[src/rtl/b04_sample_feeder_pkg.sv]
// Shared tag codes, state encoding and FIFO entry layout for the b04 sample feeder.
package b04_feeder_pkg;

    localparam logic [1:0] TAG_DATA    = 2'b00;
    localparam logic [1:0] TAG_AVG     = 2'b01;
    localparam logic [1:0] TAG_RESTART = 2'b10;
    localparam logic [1:0] TAG_GAP     = 2'b11;

    localparam int ENTRY_W = 10;

    typedef enum logic {
        WARM = 1'b0,
        RUN  = 1'b1
    } state_t;

    typedef struct packed {
        logic [1:0] tag;
        logic [7:0] data;
    } entry_t;

endpackage

[src/rtl/b04_sample_feeder_if.sv]
// Producer-side valid/ready channel carrying tagged signed samples into the feeder.
interface b04_sample_feeder_if;
    logic       IN_VALID;
    logic       IN_READY;
    logic [7:0] IN_DATA;
    logic [1:0] IN_TAG;

    modport master (output IN_VALID, output IN_DATA, output IN_TAG, input IN_READY);
    modport slave  (input IN_VALID, input IN_DATA, input IN_TAG, output IN_READY);
endinterface

[src/rtl/b04_sample_feeder_fifo.sv]
// Synchronous FIFO with a combinational head read, so a popped entry decodes on the same edge.
module sample_fifo #(
    parameter int DEPTH = 4,
    parameter int WIDTH = 10
) (
    input  logic                       clk,
    input  logic                       rst_n,
    input  logic                       push,
    input  logic                       pop,
    input  logic [WIDTH-1:0]           wr_data,
    output logic [WIDTH-1:0]           rd_data,
    output logic                       full,
    output logic                       empty,
    output logic [$clog2(DEPTH):0]     count
);
    localparam int AW = $clog2(DEPTH);

    logic [WIDTH-1:0] mem_q [DEPTH];
    logic [AW-1:0]    wr_ptr_q, wr_ptr_d;
    logic [AW-1:0]    rd_ptr_q, rd_ptr_d;
    logic [AW:0]      count_q, count_d;
    logic             push_ok, pop_ok;

    assign full    = (count_q == (AW+1)'(DEPTH));
    assign empty   = (count_q == '0);
    assign count   = count_q;
    assign rd_data = mem_q[rd_ptr_q];
    assign push_ok = push && !full;
    assign pop_ok  = pop && !empty;

    always_comb begin
        wr_ptr_d = wr_ptr_q;
        rd_ptr_d = rd_ptr_q;
        count_d  = count_q + (AW+1)'(push_ok) - (AW+1)'(pop_ok);
        if (push_ok) wr_ptr_d = wr_ptr_q + AW'(1);
        if (pop_ok)  rd_ptr_d = rd_ptr_q + AW'(1);
    end

    always_ff @(posedge clk) begin
        if (!rst_n) begin
            wr_ptr_q <= '0;
            rd_ptr_q <= '0;
            count_q  <= '0;
        end else begin
            wr_ptr_q <= wr_ptr_d;
            rd_ptr_q <= rd_ptr_d;
            count_q  <= count_d;
        end
    end

    // Storage carries no reset; the pointers alone define what is valid.
    always_ff @(posedge clk) begin
        if (push_ok) mem_q[wr_ptr_q] <= wr_data;
    end

endmodule

[src/rtl/b04_sample_feeder.sv]
// Buffers tagged samples and replays them to the b04 processor as one registered event
// per cycle, with a warm-up phase after reset and optional idle gaps after data samples.
module b04_sample_feeder
    import b04_feeder_pkg::*;
#(
    parameter int DEPTH  = 4,
    parameter int GAP    = 0,
    parameter int WARMUP = 2
) (
    input  logic                 CLOCK,
    input  logic                 RESET,
    b04_sample_feeder_if.slave   in_if,
    output logic [7:0]           DATA_IN,
    output logic                 ENABLE,
    output logic                 AVERAGE,
    output logic                 RESTART,
    output logic                 BUSY,
    output logic [7:0]           SAMPLE_CNT
);
    localparam int CW = $clog2(DEPTH);

    state_t          state_q, state_d;
    logic [15:0]     warm_q, warm_d;
    logic [3:0]      gap_q, gap_d;
    logic [7:0]      data_q, data_d;
    logic            en_q, en_d;
    logic            avg_q, avg_d;
    logic            rs_q, rs_d;
    logic [7:0]      cnt_q, cnt_d;

    logic            fifo_push, fifo_pop, fifo_full, fifo_empty;
    logic [CW:0]     fifo_count;
    logic [ENTRY_W-1:0] fifo_rd;
    entry_t          head;
    logic            in_ready;

    assign in_ready       = RESET && !fifo_full;
    assign in_if.IN_READY = in_ready;
    // Gap-filler entries complete the handshake but are never stored.
    assign fifo_push = in_if.IN_VALID && in_ready && (in_if.IN_TAG != TAG_GAP);
    assign fifo_pop  = (state_q == RUN) && !fifo_empty && (gap_q == 4'd0);
    assign head      = entry_t'(fifo_rd);

    sample_fifo #(
        .DEPTH (DEPTH),
        .WIDTH (ENTRY_W)
    ) u_fifo (
        .clk     (CLOCK),
        .rst_n   (RESET),
        .push    (fifo_push),
        .pop     (fifo_pop),
        .wr_data ({in_if.IN_TAG, in_if.IN_DATA}),
        .rd_data (fifo_rd),
        .full    (fifo_full),
        .empty   (fifo_empty),
        .count   (fifo_count)
    );

    always_ff @(posedge CLOCK) begin
        if (!RESET) begin
            state_q <= WARM;
            warm_q  <= '0;
            gap_q   <= '0;
            data_q  <= '0;
            en_q    <= 1'b0;
            avg_q   <= 1'b0;
            rs_q    <= 1'b0;
            cnt_q   <= '0;
        end else begin
            state_q <= state_d;
            warm_q  <= warm_d;
            gap_q   <= gap_d;
            data_q  <= data_d;
            en_q    <= en_d;
            avg_q   <= avg_d;
            rs_q    <= rs_d;
            cnt_q   <= cnt_d;
        end
    end

    // Warm-up hides the downstream two-cycle startup before the first pop.
    always_comb begin
        state_d = state_q;
        warm_d  = warm_q;
        if (state_q == WARM) begin
            warm_d = warm_q + 16'd1;
            if ((warm_q + 16'd1) >= 16'(WARMUP)) state_d = RUN;
        end
    end

    // Strobes default low every cycle because downstream updates on each edge.
    always_comb begin
        data_d = data_q;
        en_d   = 1'b0;
        avg_d  = 1'b0;
        rs_d   = 1'b0;
        cnt_d  = cnt_q;
        gap_d  = (gap_q != 4'd0) ? gap_q - 4'd1 : 4'd0;
        if (fifo_pop) begin
            data_d = head.data;
            if (head.tag == TAG_RESTART) begin
                rs_d = 1'b1;
            end else begin
                en_d  = 1'b1;
                avg_d = (head.tag == TAG_AVG);
                cnt_d = cnt_q + 8'd1;
                gap_d = 4'(GAP);
            end
        end
    end

    assign DATA_IN    = data_q;
    assign ENABLE     = en_q;
    assign AVERAGE    = avg_q;
    assign RESTART    = rs_q;
    assign SAMPLE_CNT = cnt_q;
    assign BUSY       = (state_q != RUN) || (fifo_count != '0) || (gap_q != 4'd0);

endmodule

[src/flat_wrapper.sv]
// flat-port wrapper written by rule: the top's interface ports become plain ports
module b04_sample_feeder_flat import b04_feeder_pkg::*;
#(
    parameter int DEPTH  = 4,
    parameter int GAP    = 0,
    parameter int WARMUP = 2
)
  (CLOCK, RESET, DATA_IN, ENABLE, AVERAGE, RESTART, BUSY, SAMPLE_CNT, in_if_IN_VALID, in_if_IN_DATA, in_if_IN_TAG, in_if_IN_READY);
  b04_sample_feeder_if in_if_i ();
  input  logic CLOCK;
  input  logic RESET;
  output logic [7:0] DATA_IN;
  output logic ENABLE;
  output logic AVERAGE;
  output logic RESTART;
  output logic BUSY;
  output logic [7:0] SAMPLE_CNT;
  input wire logic [$bits(in_if_i.IN_VALID)-1:0] in_if_IN_VALID;
  input wire logic [$bits(in_if_i.IN_DATA)-1:0] in_if_IN_DATA;
  input wire logic [$bits(in_if_i.IN_TAG)-1:0] in_if_IN_TAG;
  output wire logic [$bits(in_if_i.IN_READY)-1:0] in_if_IN_READY;
  assign in_if_i.IN_VALID = in_if_IN_VALID;
  assign in_if_i.IN_DATA = in_if_IN_DATA;
  assign in_if_i.IN_TAG = in_if_IN_TAG;
  assign in_if_IN_READY = in_if_i.IN_READY;
  b04_sample_feeder #(.DEPTH(DEPTH), .GAP(GAP), .WARMUP(WARMUP)) u_core (.CLOCK(CLOCK), .RESET(RESET), .in_if(in_if_i), .DATA_IN(DATA_IN), .ENABLE(ENABLE), .AVERAGE(AVERAGE), .RESTART(RESTART), .BUSY(BUSY), .SAMPLE_CNT(SAMPLE_CNT));
endmodule
[config.mk]
export PLATFORM = sky130hd
export DESIGN_NAME = b04_sample_feeder_flat
export DESIGN_NICKNAME = d
export VERILOG_FILES = /design/src/rtl/b04_sample_feeder_pkg.sv /design/src/rtl/b04_sample_feeder_if.sv /design/src/rtl/b04_sample_feeder_fifo.sv /design/src/rtl/b04_sample_feeder.sv /design/src/flat_wrapper.sv
export SDC_FILE = /design/constraint.sdc
export NUM_CORES = 1
export LEC_CHECK = 0
export CAP_MARGIN = 5
export CORE_UTILIZATION = 25
export CTS_CLUSTER_SIZE = 28
export DETAILED_ROUTE_END_ITERATION = 6
export MAX_ROUTING_LAYER = met4
export PLACE_DENSITY = 0.48
export SLEW_MARGIN = 15
export SYNTH_ARGS = -nofsm -noshare
export SYNTH_HDL_FRONTEND = slang
export SYNTH_SLANG_ARGS = --single-unit
[constraint.sdc]
create_clock -name CLOCK -period 2.4 [get_ports CLOCK]
set_input_delay 0.48 -clock CLOCK [delete_from_list [all_inputs] [get_ports CLOCK]]
set_output_delay 0.48 -clock CLOCK [all_outputs]
set_load 0.02 [all_outputs]
==> impl_results.rst <==
.. list-table::
   :header-rows: 1

   * - Metric
     - Value
   * - Maximum clock path buffer count
     - 2
   * - Hold Path Depth
     - 1
   * - CTS tree
     - built
   * - Number of detailed-routing iterations run before antenna repair
     - 4
   * - PnR Total Power
     - 0.00421 W
   * - Placement Rows
     - 45
   * - Commonest non-fill, non-tap cell in the layout
     - dfxtp_1
   * - Cell at the root of the clock tree
     - clkbuf_16
   * - Floorplan core area
     - 0.0152 sq mm
   * - Number of library cell types mapped by synthesis
     - 42
   * - Global route total overflow
     - 0
   * - All-Layer GR Usage
     - 10.6%
   * - IO Pins
     - 34
   * - First-pass GRT wire length
     - 12.7 mm
   * - Worst setup slack after placement
     - -0.338 ns
   * - Cell type with the largest total area after synthesis
     - edfxtp_1
   * - Setup ws final
     - 0.173 ns
   * - Max rail drop VDD
     - 494 uV
   * - Endpoint arrival time on the critical path
     - 2.47 ns
   * - Endpoint kind of the worst setup timing path
     - flop
   * - Final number of setup-violating endpoints
     - 0
   * - Total Wirelength
     - 7.58 mm
   * - Result of the run
     - finished, final reports clean
   * - Port-buffer cells
     - 33
   * - Cell count of the worst reg-to-reg path
     - 11
   * - Highest fanout seen on the critical path
     - 3
   * - Vias in the first global route
     - 2404
   * - Clock latency of the later-clocked register in the worst-skew pair
     - 0.35 ns
   * - Count of yosys warnings during synthesis
     - 0
   * - Area of the die
     - 0.0161 sq mm
   * - Number of vias per cell
     - 4.36
   * - Antenna violations before repair
     - 0
   * - CP Class
     - reg -> reg
   * - Final Hold Vio Count
     - 0
   * - Number of buffers created by CTS
     - 9
   * - Share of synthesized registers carrying an async set or reset
     - 0%
   * - Layout cells sized above 1
     - 12.4%
   * - Routed wire length per instance
     - 13.6 microns
   * - Area share of the largest cell type after synthesis
     - 30.8%
   * - RSZ-0062 raised after global routing
     - no
   * - Largest cells by area after synthesis
     - edfxtp_1 31%, dfxtp_1 25%, mux4_1 6.1%
   * - CP Data Required Time
     - 2.64 ns
   * - Post-synthesis instance area
     - 0.00390 sq mm
   * - Power density cells
     - 867 mW/mm^2
   * - Leakage
     - 1.77 nW
   * - Hold-fix buffer count after cts
     - 0
   * - Total of flip-flops plus latches after synthesis
     - 89
   * - Overall via count from detail_route
     - 2435
   * - Count of H-tree levels built during CTS
     - 3
   * - Die outline height
     - 127 microns
   * - Seq/Total Area, Yosys
     - 55.9%
   * - Starting utilization of the core area
     - 25.7%
   * - Pin count of the biggest net entering global routing
     - 48
   * - Post-layout net count
     - 389
   * - Antenna Diode Count
     - 0
   * - Worst Clk Skew
     - 0.00960 ns
   * - Max-slew violations
     - 0
   * - Cell count after synthesis
     - 320
   * - Clock net sink count
     - 89
   * - Antenna viol nets, final
     - 0
   * - Crit path launch type
     - flop
   * - Die span in x
     - 127 microns
   * - Clock transition at the register clock pins on the worst setup and hold paths after CTS
     - 0.07 ns
   * - GP Congestion
     - 0.736
   * - Highest-count cells in the layout ignoring fill and taps
     - 49 x dfxtp_1, 40 x edfxtp_1, 34 x and2_1, 30 x nand2_1, 30 x clkdlybuf4s50_1
   * - Max Clk Rate
     - 449 MHz
   * - DR iter-0 viols
     - 96
   * - Worst rel slew slack
     - 63.1%
   * - Part of the cycle the worst path needs
     - 92.8%
   * - Min-delay worst type
     - in -> reg
   * - Detailed placer's ending HPWL
     - 5.16 mm
   * - Number of synthesized flops with an enable pin
     - 40
   * - Residual DRC count
     - 0
   * - Most frequently used flop master after synthesis
     - dfxtp_1
   * - Mean post-synth cell area
     - 12.2 sq um
   * - Layout Area Growth over Synthesis
     - 24.4%
   * - Synth Net Count
     - 343
   * - Max_cap viols
     - 0
   * - Period minus WS final
     - 2.23 ns
   * - Slew at the pin closest to its max-slew limit
     - 0.549 ns
## logic make-up after synthesis
family / synth area share [%]
adder cells (fa/ha/maj): 3.40
flip-flops: 55.9
AO/OA/AOI/OAI: 4.91
buffers and inverters: 2.92
XOR/XNOR: 6.74
multiplexers: 6.90
AND/OR/NAND/NOR: 19.2
## registers in the layout (all words and copies together), names as in the netlist, 2 cells and up, named ones only
| name | count |
|---|---|
| u_core.warm_q | 16 |
| u_core.gap_q | 4 |
| u_core.u_fifo.rd_ptr_q | 2 |
| u_core.u_fifo.wr_ptr_q | 2 |
| u_core.SAMPLE_CNT | 8 |
| u_core.u_fifo.mem_q | 40 |
| u_core.u_fifo.count | 3 |
| u_core.DATA_IN | 8 |
## worst max-delay path, stage by stage, from the launching register on
cell and delay [ns]:
dfxtp_1 0.36, nor2_1 0.09, a21boi_4 0.15, and3_4 0.18, inv_1 0.04, ha_1 0.27
inv_1 0.04, ha_1 0.19, fa_2 0.38, xnor2_2 0.15, xnor2_1 0.12, and2_1 0.14
## final cells by class
type / count / area [sq um]
clock inverters: 6 / 50.0
repair buffers: 52 / 480
inverters: 9 / 33.8
flip-flops and latches: 89 / 2180
well taps: 188 / 235
multi-input cells: 205 / 1640
clock buffers: 10 / 229
fillers: 1551 / 10300
## synthesized netlist by cell type (10+ instances only)
cell      number
dfxtp_1       49
edfxtp_1      40
and2_1        34
nand2_1       31
xnor2_1       19
a21boi_0      12
clkbuf_1      12
nand3_1       11
nor2_1        11
xor2_1        11
nor3_1        10
## where the power goes
part           switching (W)  internal [W]
Sequential          0.000121       0.00172
Clock               0.000612      0.000715
Combinational       0.000518      0.000520
## repair_timing
item | 4_1_cts | 5_1_grt
resized for setup | 0 | 6
setup endpoints to repair | 0 | 1
setup buffers | 0 | 1
## metrics by stage
step | hold slack [ns] | cells | setup TNS (ns) | area (sq um) | utilization [%]
2_1_floorplan | 0.461 | 320 | 0 | 3940 | -
3_3_place_gp | 0.452 | 542 | -0.397 | 4540 | 29.9
3_5_place_dp | 0.462 | 542 | -0.520 | 4540 | 29.9
4_1_cts | 0.469 | 558 | 0 | 4820 | 31.7
5_1_grt | 0.470 | 559 | 0 | 4850 | 31.9
6_report | 0.445 | 559 | 0 | 4850 | 31.9
## metal layers
metal,GRT usage [%],share of wire (%)
met1,12.8,46
met2,16.5,49
met3,3.25,3.6
met4,4.20,1.3
met5,-,0
## path summary, 6_finish.rpt
kind | start | endpoint | slack, ns
worst min-delay path | in_if_IN_TAG[0] | u_core.u_fifo.mem_q[0][8] | 0.44
worst max-delay path | u_core.u_fifo.count[0] | u_core.u_fifo.count[2] | 0.17
worst min register to register | u_core.DATA_IN[2] | u_core.DATA_IN[2] | 0.47
worst max register to register | u_core.u_fifo.count[0] | u_core.u_fifo.count[2] | 0.17
Note: power is estimated with default switching activity, not from simulation.
